[config.mk]
export PLATFORM = sky130hd
export DESIGN_NAME = pipelined_adder_tree_flat
export DESIGN_NICKNAME = d
export VERILOG_FILES = /design/src/rtl/pipelined_adder_tree_if.sv /design/src/rtl/pipelined_adder_tree.sv /design/src/flat_wrapper.sv
export SDC_FILE = /design/constraint.sdc
export NUM_CORES = 1
export LEC_CHECK = 0
export CAP_MARGIN = 20
export CORE_MARGIN = 5
export CORE_UTILIZATION = 45
export DETAILED_ROUTE_END_ITERATION = 8
export PLACE_DENSITY = 0.69
export SLEW_MARGIN = 20
export SYNTH_ARGS = -nofsm -noshare
export SYNTH_HDL_FRONTEND = slang
export SYNTH_SLANG_ARGS = --single-unit
export TNS_END_PERCENT = 20
[constraint.sdc]
create_clock -name clk_in -period 4.8 [get_ports clk_in]
set_clock_uncertainty 0.15 [all_clocks]
set_input_delay 1.44 -clock clk_in [delete_from_list [all_inputs] [get_ports clk_in]]
set_output_delay 1.44 -clock clk_in [all_outputs]
set_load 0.01 [all_outputs]
[src/rtl/pipelined_adder_tree_if.sv]
// Operand/result handshake bundle for pipelined_adder_tree.
// The master drives vectors in and accepts results; the slave is the tree.
interface pipelined_adder_tree_if #(
    parameter int ELEMENTS  = 8,
    parameter int IN_WIDTH  = 8,
    parameter int OUT_WIDTH = 8
);
    logic [ELEMENTS-1:0][IN_WIDTH-1:0] in_data;
    logic                              in_valid;
    logic                              in_ready;
    logic signed [OUT_WIDTH-1:0]       out_data;
    logic                              out_ovf;
    logic                              out_valid;
    logic                              out_ready;

    modport master (
        output in_data, in_valid, out_ready,
        input  in_ready, out_data, out_ovf, out_valid
    );

    modport slave (
        input  in_data, in_valid, out_ready,
        output in_ready, out_data, out_ovf, out_valid
    );
endinterface

[src/rtl/pipelined_adder_tree.sv]
// Registered signed reduction tree, one register per level, stall-all
// backpressure, and a saturating or wrapping resize after the last level.
module pipelined_adder_tree #(
    parameter int ELEMENTS  = 8,
    parameter int IN_WIDTH  = 8,
    parameter int OUT_WIDTH = 8,
    parameter bit SATURATE  = 1'b1
) (
    input logic                   clk_in,
    input logic                   rst_n_in,
    pipelined_adder_tree_if.slave bus
);
    localparam int LEVELS = (ELEMENTS <= 1) ? 1 : $clog2(ELEMENTS);
    localparam int FULL_W = IN_WIDTH + LEVELS;
    localparam int CW = ((FULL_W > OUT_WIDTH) ? FULL_W : OUT_WIDTH) + 1;

    function automatic int width_at(input int k);
        int n;
        n = ELEMENTS;
        for (int i = 0; i < k; i++) n = (n + 1) / 2;
        return n;
    endfunction

    logic [LEVELS-1:0] v;
    logic              adv;

    assign adv          = !v[LEVELS-1] || bus.out_ready;
    assign bus.in_ready = adv;
    assign bus.out_valid = v[LEVELS-1];

    always_ff @(posedge clk_in) begin
        if (!rst_n_in) begin
            v <= '0;
        end else if (adv) begin
            v <= LEVELS'({v, bus.in_valid});
        end
    end

    for (genvar k = 0; k < LEVELS; k++) begin : g_lvl
        localparam int NI = width_at(k);
        localparam int NO = width_at(k + 1);

        logic signed [FULL_W-1:0] a [NI];
        logic signed [FULL_W-1:0] d [NO];
        logic signed [FULL_W-1:0] q [NO];

        if (k == 0) begin : g_src
            for (genvar i = 0; i < NI; i++) begin : g_ext
                assign a[i] = FULL_W'($signed(bus.in_data[i]));
            end
        end else begin : g_src
            for (genvar i = 0; i < NI; i++) begin : g_cp
                assign a[i] = g_lvl[k-1].q[i];
            end
        end

        // odd leftover operand rides through this level unchanged
        for (genvar i = 0; i < NO; i++) begin : g_op
            if (2 * i + 1 < NI) begin : g_add
                assign d[i] = a[2*i] + a[2*i+1];
            end else begin : g_pass
                assign d[i] = a[2*i];
            end
        end

        always_ff @(posedge clk_in) begin
            if (!rst_n_in) begin
                for (int i = 0; i < NO; i++) q[i] <= '0;
            end else if (adv) begin
                for (int i = 0; i < NO; i++) q[i] <= d[i];
            end
        end
    end

    localparam logic signed [CW-1:0] ONE  = CW'(1);
    localparam logic signed [CW-1:0] MAXV = (ONE <<< (OUT_WIDTH - 1)) - ONE;
    localparam logic signed [CW-1:0] MINV = ~MAXV;

    logic signed [CW-1:0]        sum;
    logic                        hi;
    logic                        lo;
    logic signed [OUT_WIDTH-1:0] res;

    assign sum = CW'(g_lvl[LEVELS-1].q[0]);
    assign hi  = sum > MAXV;
    assign lo  = sum < MINV;

    always_comb begin
        res = sum[OUT_WIDTH-1:0];
        if (SATURATE && hi) begin
            res = MAXV[OUT_WIDTH-1:0];
        end else if (SATURATE && lo) begin
            res = MINV[OUT_WIDTH-1:0];
        end
    end

    assign bus.out_data = res;
    assign bus.out_ovf  = hi || lo;
endmodule
[src/flat_wrapper.sv]
// flat-port wrapper written by rule: the top's interface ports become plain ports
module pipelined_adder_tree_flat 
#(
    parameter int ELEMENTS  = 8,
    parameter int IN_WIDTH  = 8,
    parameter int OUT_WIDTH = 8,
    parameter bit SATURATE  = 1'b1
)
  (clk_in, rst_n_in, bus_in_data, bus_in_valid, bus_out_ready, bus_in_ready, bus_out_data, bus_out_ovf, bus_out_valid);
  pipelined_adder_tree_if #(.ELEMENTS(ELEMENTS), .IN_WIDTH(IN_WIDTH), .OUT_WIDTH(OUT_WIDTH)) bus_i ();
  input logic clk_in;
  input logic rst_n_in;
  input wire logic [$bits(bus_i.in_data)-1:0] bus_in_data;
  input wire logic [$bits(bus_i.in_valid)-1:0] bus_in_valid;
  input wire logic [$bits(bus_i.out_ready)-1:0] bus_out_ready;
  output wire logic [$bits(bus_i.in_ready)-1:0] bus_in_ready;
  output wire logic [$bits(bus_i.out_data)-1:0] bus_out_data;
  output wire logic [$bits(bus_i.out_ovf)-1:0] bus_out_ovf;
  output wire logic [$bits(bus_i.out_valid)-1:0] bus_out_valid;
  assign bus_i.in_data = bus_in_data;
  assign bus_i.in_valid = bus_in_valid;
  assign bus_i.out_ready = bus_out_ready;
  assign bus_in_ready = bus_i.in_ready;
  assign bus_out_data = bus_i.out_data;
  assign bus_out_ovf = bus_i.out_ovf;
  assign bus_out_valid = bus_i.out_valid;
  pipelined_adder_tree #(.ELEMENTS(ELEMENTS), .IN_WIDTH(IN_WIDTH), .OUT_WIDTH(OUT_WIDTH), .SATURATE(SATURATE)) u_core (.clk_in(clk_in), .rst_n_in(rst_n_in), .bus(bus_i));
endmodule
==> impl_metrics.csv <==
group,metric,value,unit
critical_path,cp.depth,4,
critical_path,crit_type,"input pin to output port",
cts,cts_buffers,9,
routing,drtIter0Drc,143,
critical_path,r2r-start,"u_core.g_lvl[0].q[0][0]",
critical_path,crit_required,3.21,ns
floorplan,die_w,116,um
grt,grt_pass1_vias,3831,
routing,drc,0,
run_status,run_status,"finished clean",
cts,cts_max_path_buffers,2,
grt,grt_pass1_wl,16800,um
sta,maxSlewHeadroom,0.476,
critical_path,crit_buf_inv,3,
critical_path,worstSetupStartpoint,"bus_out_ready",
critical_path,path_common_cell,"clkdlybuf4s50_1",
logic_synthesis,synthArstFlopShare,0,
hold_path,hold_class,"register to register",
cts,cts_tree,"built",
floorplan,rows,38,
flow_run,maxCapViolCount,0,
floorplan,ios,79,
layout,area_growth,24.3,%
place,hpwl,7520,um
sta,tns,0,ns
grt,grt_overflow_total,0,
sta,period_share,0.879,
critical_path,reg2regPathDepth,7,
logic_synthesis,syn_inst,497,
grt,grt_max_degree,37,
sta,slew_viol_final,0,
logic_synthesis,ys_ff_latch,72,
critical_path,critPathLaunchType,"input pin",
place,io_buffers,78,
sta,period_needed,4.22,ns
cts,cts_setup_buffers,0,
routing,drt_pass1_iterations,4,
floorplan,coreArea,10900,um2
cts,cts-htree-levels,3,
routing,wl_per_cell,13.1,um
layout,fin_util,0.575,
sta,rsz0062_at_grt,"false",
cts,ctsHoldBuffers,0,
layout,num-fill-cells,944,
cts,clk_pin_slew,0.05,ns
layout,antenna_cells,0,
critical_path,critPathCaptureType,"output port",
critical_path,path_cells,"clkdlybuf4s50_1, nor2b_1, inv_1, clkdlybuf4s50_1",
sta,hold_viol,0,
critical_path,crit_arrival,2.63,ns
logic_synthesis,yosys.area.top_type,"edfxtp_1",
logic_synthesis,syn-cell-area,5060,um2
logic_synthesis,synth_area_leaders,"edfxtp_1 41%, ha_1 15%, nor2_1 5.5%",
cts,cts_root_buffer,"clkbuf_16",
grt,track_usage,0.155,
logic_synthesis,yosys_warnings,0,
routing,via_count,3881,
floorplan,die_area,13500,um2
sta,fmaxAchievable,0.237,GHz
power_and_ir_drop,powerDensity,344,nW/um2
cts,cts_resized,0,
cts,cts_num_sinks,72,
floorplan,initial_core_util,0.462,
logic_synthesis,synth_top_area_frac,0.410,
critical_path,r2r_slack,2.27,ns
critical_path,r2r_end,"u_core.g_lvl[1].q[0][10]",
logic_synthesis,syn_avg_cell_area,10.2,um2
critical_path,worst_path_dominant_cell_family,"buffers and inverters",
place,gp_congestion,0.817,
logic_synthesis,synth_fp_nets,632,
critical_path,cp_max_fo,2,
sta,tightest_slew,0.783,ns
logic_synthesis,synth.distinct_cells,46,
floorplan,die_y,116,um
power_and_ir_drop,ir_worst_vdd,0.000201,V
critical_path,cp_slowest_stage_delay,0.56,ns
cts,clock_latency,0.33,ns
routing,drt_wl_total,9500,um
logic_synthesis,seq_area_frac_synth,0.422,
sta,setup_violations,0,
layout,drive_gt1_frac,0.0446,
logic_synthesis,synth_flop_cell,"edfxtp_1",
routing,ant_nets,0,
logic_synthesis,synth_edf_count,69,
layout,fin_nets,713,
critical_path,critPathSlowestCell,"clkdlybuf4s50_1",
routing,via_per_inst,5.37,
critical_path,critPathCapture,"bus_in_ready",
power_and_ir_drop,leakagePower,0.00265,uW
grt,grt_antenna_before_repair,0,
[worst register-to-register path, cell delays in order, from the launching register on]
cell      delay [ns]
edfxtp_1        0.37
ha_1            0.26
fa_1            0.43
a211oi_1        0.40
o21ai_0         0.18
a21oi_1         0.22
nand3b_1        0.11
a21oi_1         0.24
[sequential cells by signal, summed over array words and instances, names as in the netlist]
register,count
u_core.v,3
u_core.g_lvl.q,69
[cell usage in the layout (no fill, tap or decap), types with 2 or more instances in the layout]
| cell | n |
|---|---|
| buf_4 | 5 |
| or2_2 | 2 |
| a21o_1 | 11 |
| nor2b_1 | 9 |
| o21ai_0 | 20 |
| mux2i_1 | 3 |
| and3_1 | 16 |
| clkbuf_1 | 2 |
| o21bai_1 | 7 |
| a21oi_1 | 32 |
| nand2b_1 | 7 |
| a21boi_0 | 4 |
| fa_1 | 7 |
| nand4_1 | 2 |
| edfxtp_1 | 69 |
| ha_1 | 60 |
| clkdlybuf4s50_1 | 78 |
| o31a_1 | 5 |
| clkbuf_16 | 9 |
| or3_1 | 2 |
| a31oi_1 | 2 |
| o21a_1 | 11 |
| and2_1 | 5 |
| inv_1 | 15 |
| xor2_1 | 14 |
| o31ai_1 | 3 |
| nor2_1 | 74 |
| clkinv_2 | 3 |
| xnor2_1 | 14 |
| nor4b_1 | 2 |
| nand3_1 | 6 |
| o22ai_1 | 2 |
| nor3_1 | 16 |
| dfxtp_1 | 3 |
| o211ai_1 | 3 |
| nand2_1 | 26 |
| a211oi_1 | 19 |
[per-stage QoR]
step	total power, uW	cells	setup slack, ns	area [um2]	hold WS (ns)
final	2160	723	0.578	6290	0.313
after global routing	2320	723	0.515	6290	0.353
after CTS	2180	723	0.565	6290	0.316
after detailed placement	1580	707	0.579	6020	0.308
after global placement	1550	707	0.553	6020	0.295
after floorplan	1330	497	1.07	5060	0.291
[cell usage after synthesis, drive strengths merged (2+ instances only)]
master and n:
buf 3, o31ai 3, o21bai 7, edfxtp 69, mux2i 3, a21o 12, o22ai 2, a2111oi 3
nand2b 7, o21ai 20, nor4b 2, nand4 2, or2 2, and2 5, clkbuf 11, a211oi 20
fa 7, a31oi 2, o21a 11, xor2 14, nor2b 9, or3 2, nand2 27, inv 15
dfxtp 3, a21boi 4, nor2 74, a21oi 32, and3 16, xnor2 14, ha 60, o211ai 3
nor3 16, nand3 6, o31a 5
[cells by family (layout without fill, tap and decap cells)]
group	count (synthesis)	in the layout	synth area share
AOI/OAI and AO/OA	127	127	0.167
xor gates and xnor gates	28	28	0.0485
adders and majority gates	67	67	0.176
buffers and inverters	29	115	0.0220
DFF	72	72	0.422
muxes	3	3	0.00594
and+or+nand+nor	171	171	0.158
[per-layer routing]
metal  wire length, um  global-route usage
met5                 0                   0
met4               148              0.0565
met3               366              0.0240
met2              4630               0.264
met1              4350               0.201
[how the worst min path moves through the flow]
stage / start / to / slack, ns / cells after the start
floorplan: u_core.v[1] / u_core.v[2] / 0.29 / 1
global placement: u_core.v[1] / u_core.v[2] / 0.30 / 1
detailed placement: u_core.v[0] / u_core.v[0] / 0.31 / 2
CTS: u_core.v[0] / u_core.v[0] / 0.32 / 2
global route: u_core.v[1] / u_core.v[2] / 0.35 / 1
finish: u_core.v[0] / u_core.v[0] / 0.31 / 2
[layout make-up]
type | instances | area, um2 | share of cell area
Sequential cell | 72 | 2130 | 0.339
Multi-Input combinational cell | 396 | 2820 | 0.448
Timing Repair Buffer | 84 | 838 | 0.133
Inverter | 15 | 56.3 | 0.00896
Clock inverter | 4 | 22.5 | 0.00358
Clock buffer | 12 | 246 | 0.0392
Tap cell | 140 | 175 | 0.0279
[where the power goes]
group / switching [uW] / internal, uW
Sequential: 46.4 / 805
Combinational: 355 / 359
Clock: 234 / 361
Total: 636 / 1530
(Power assumes the default switching activity.)
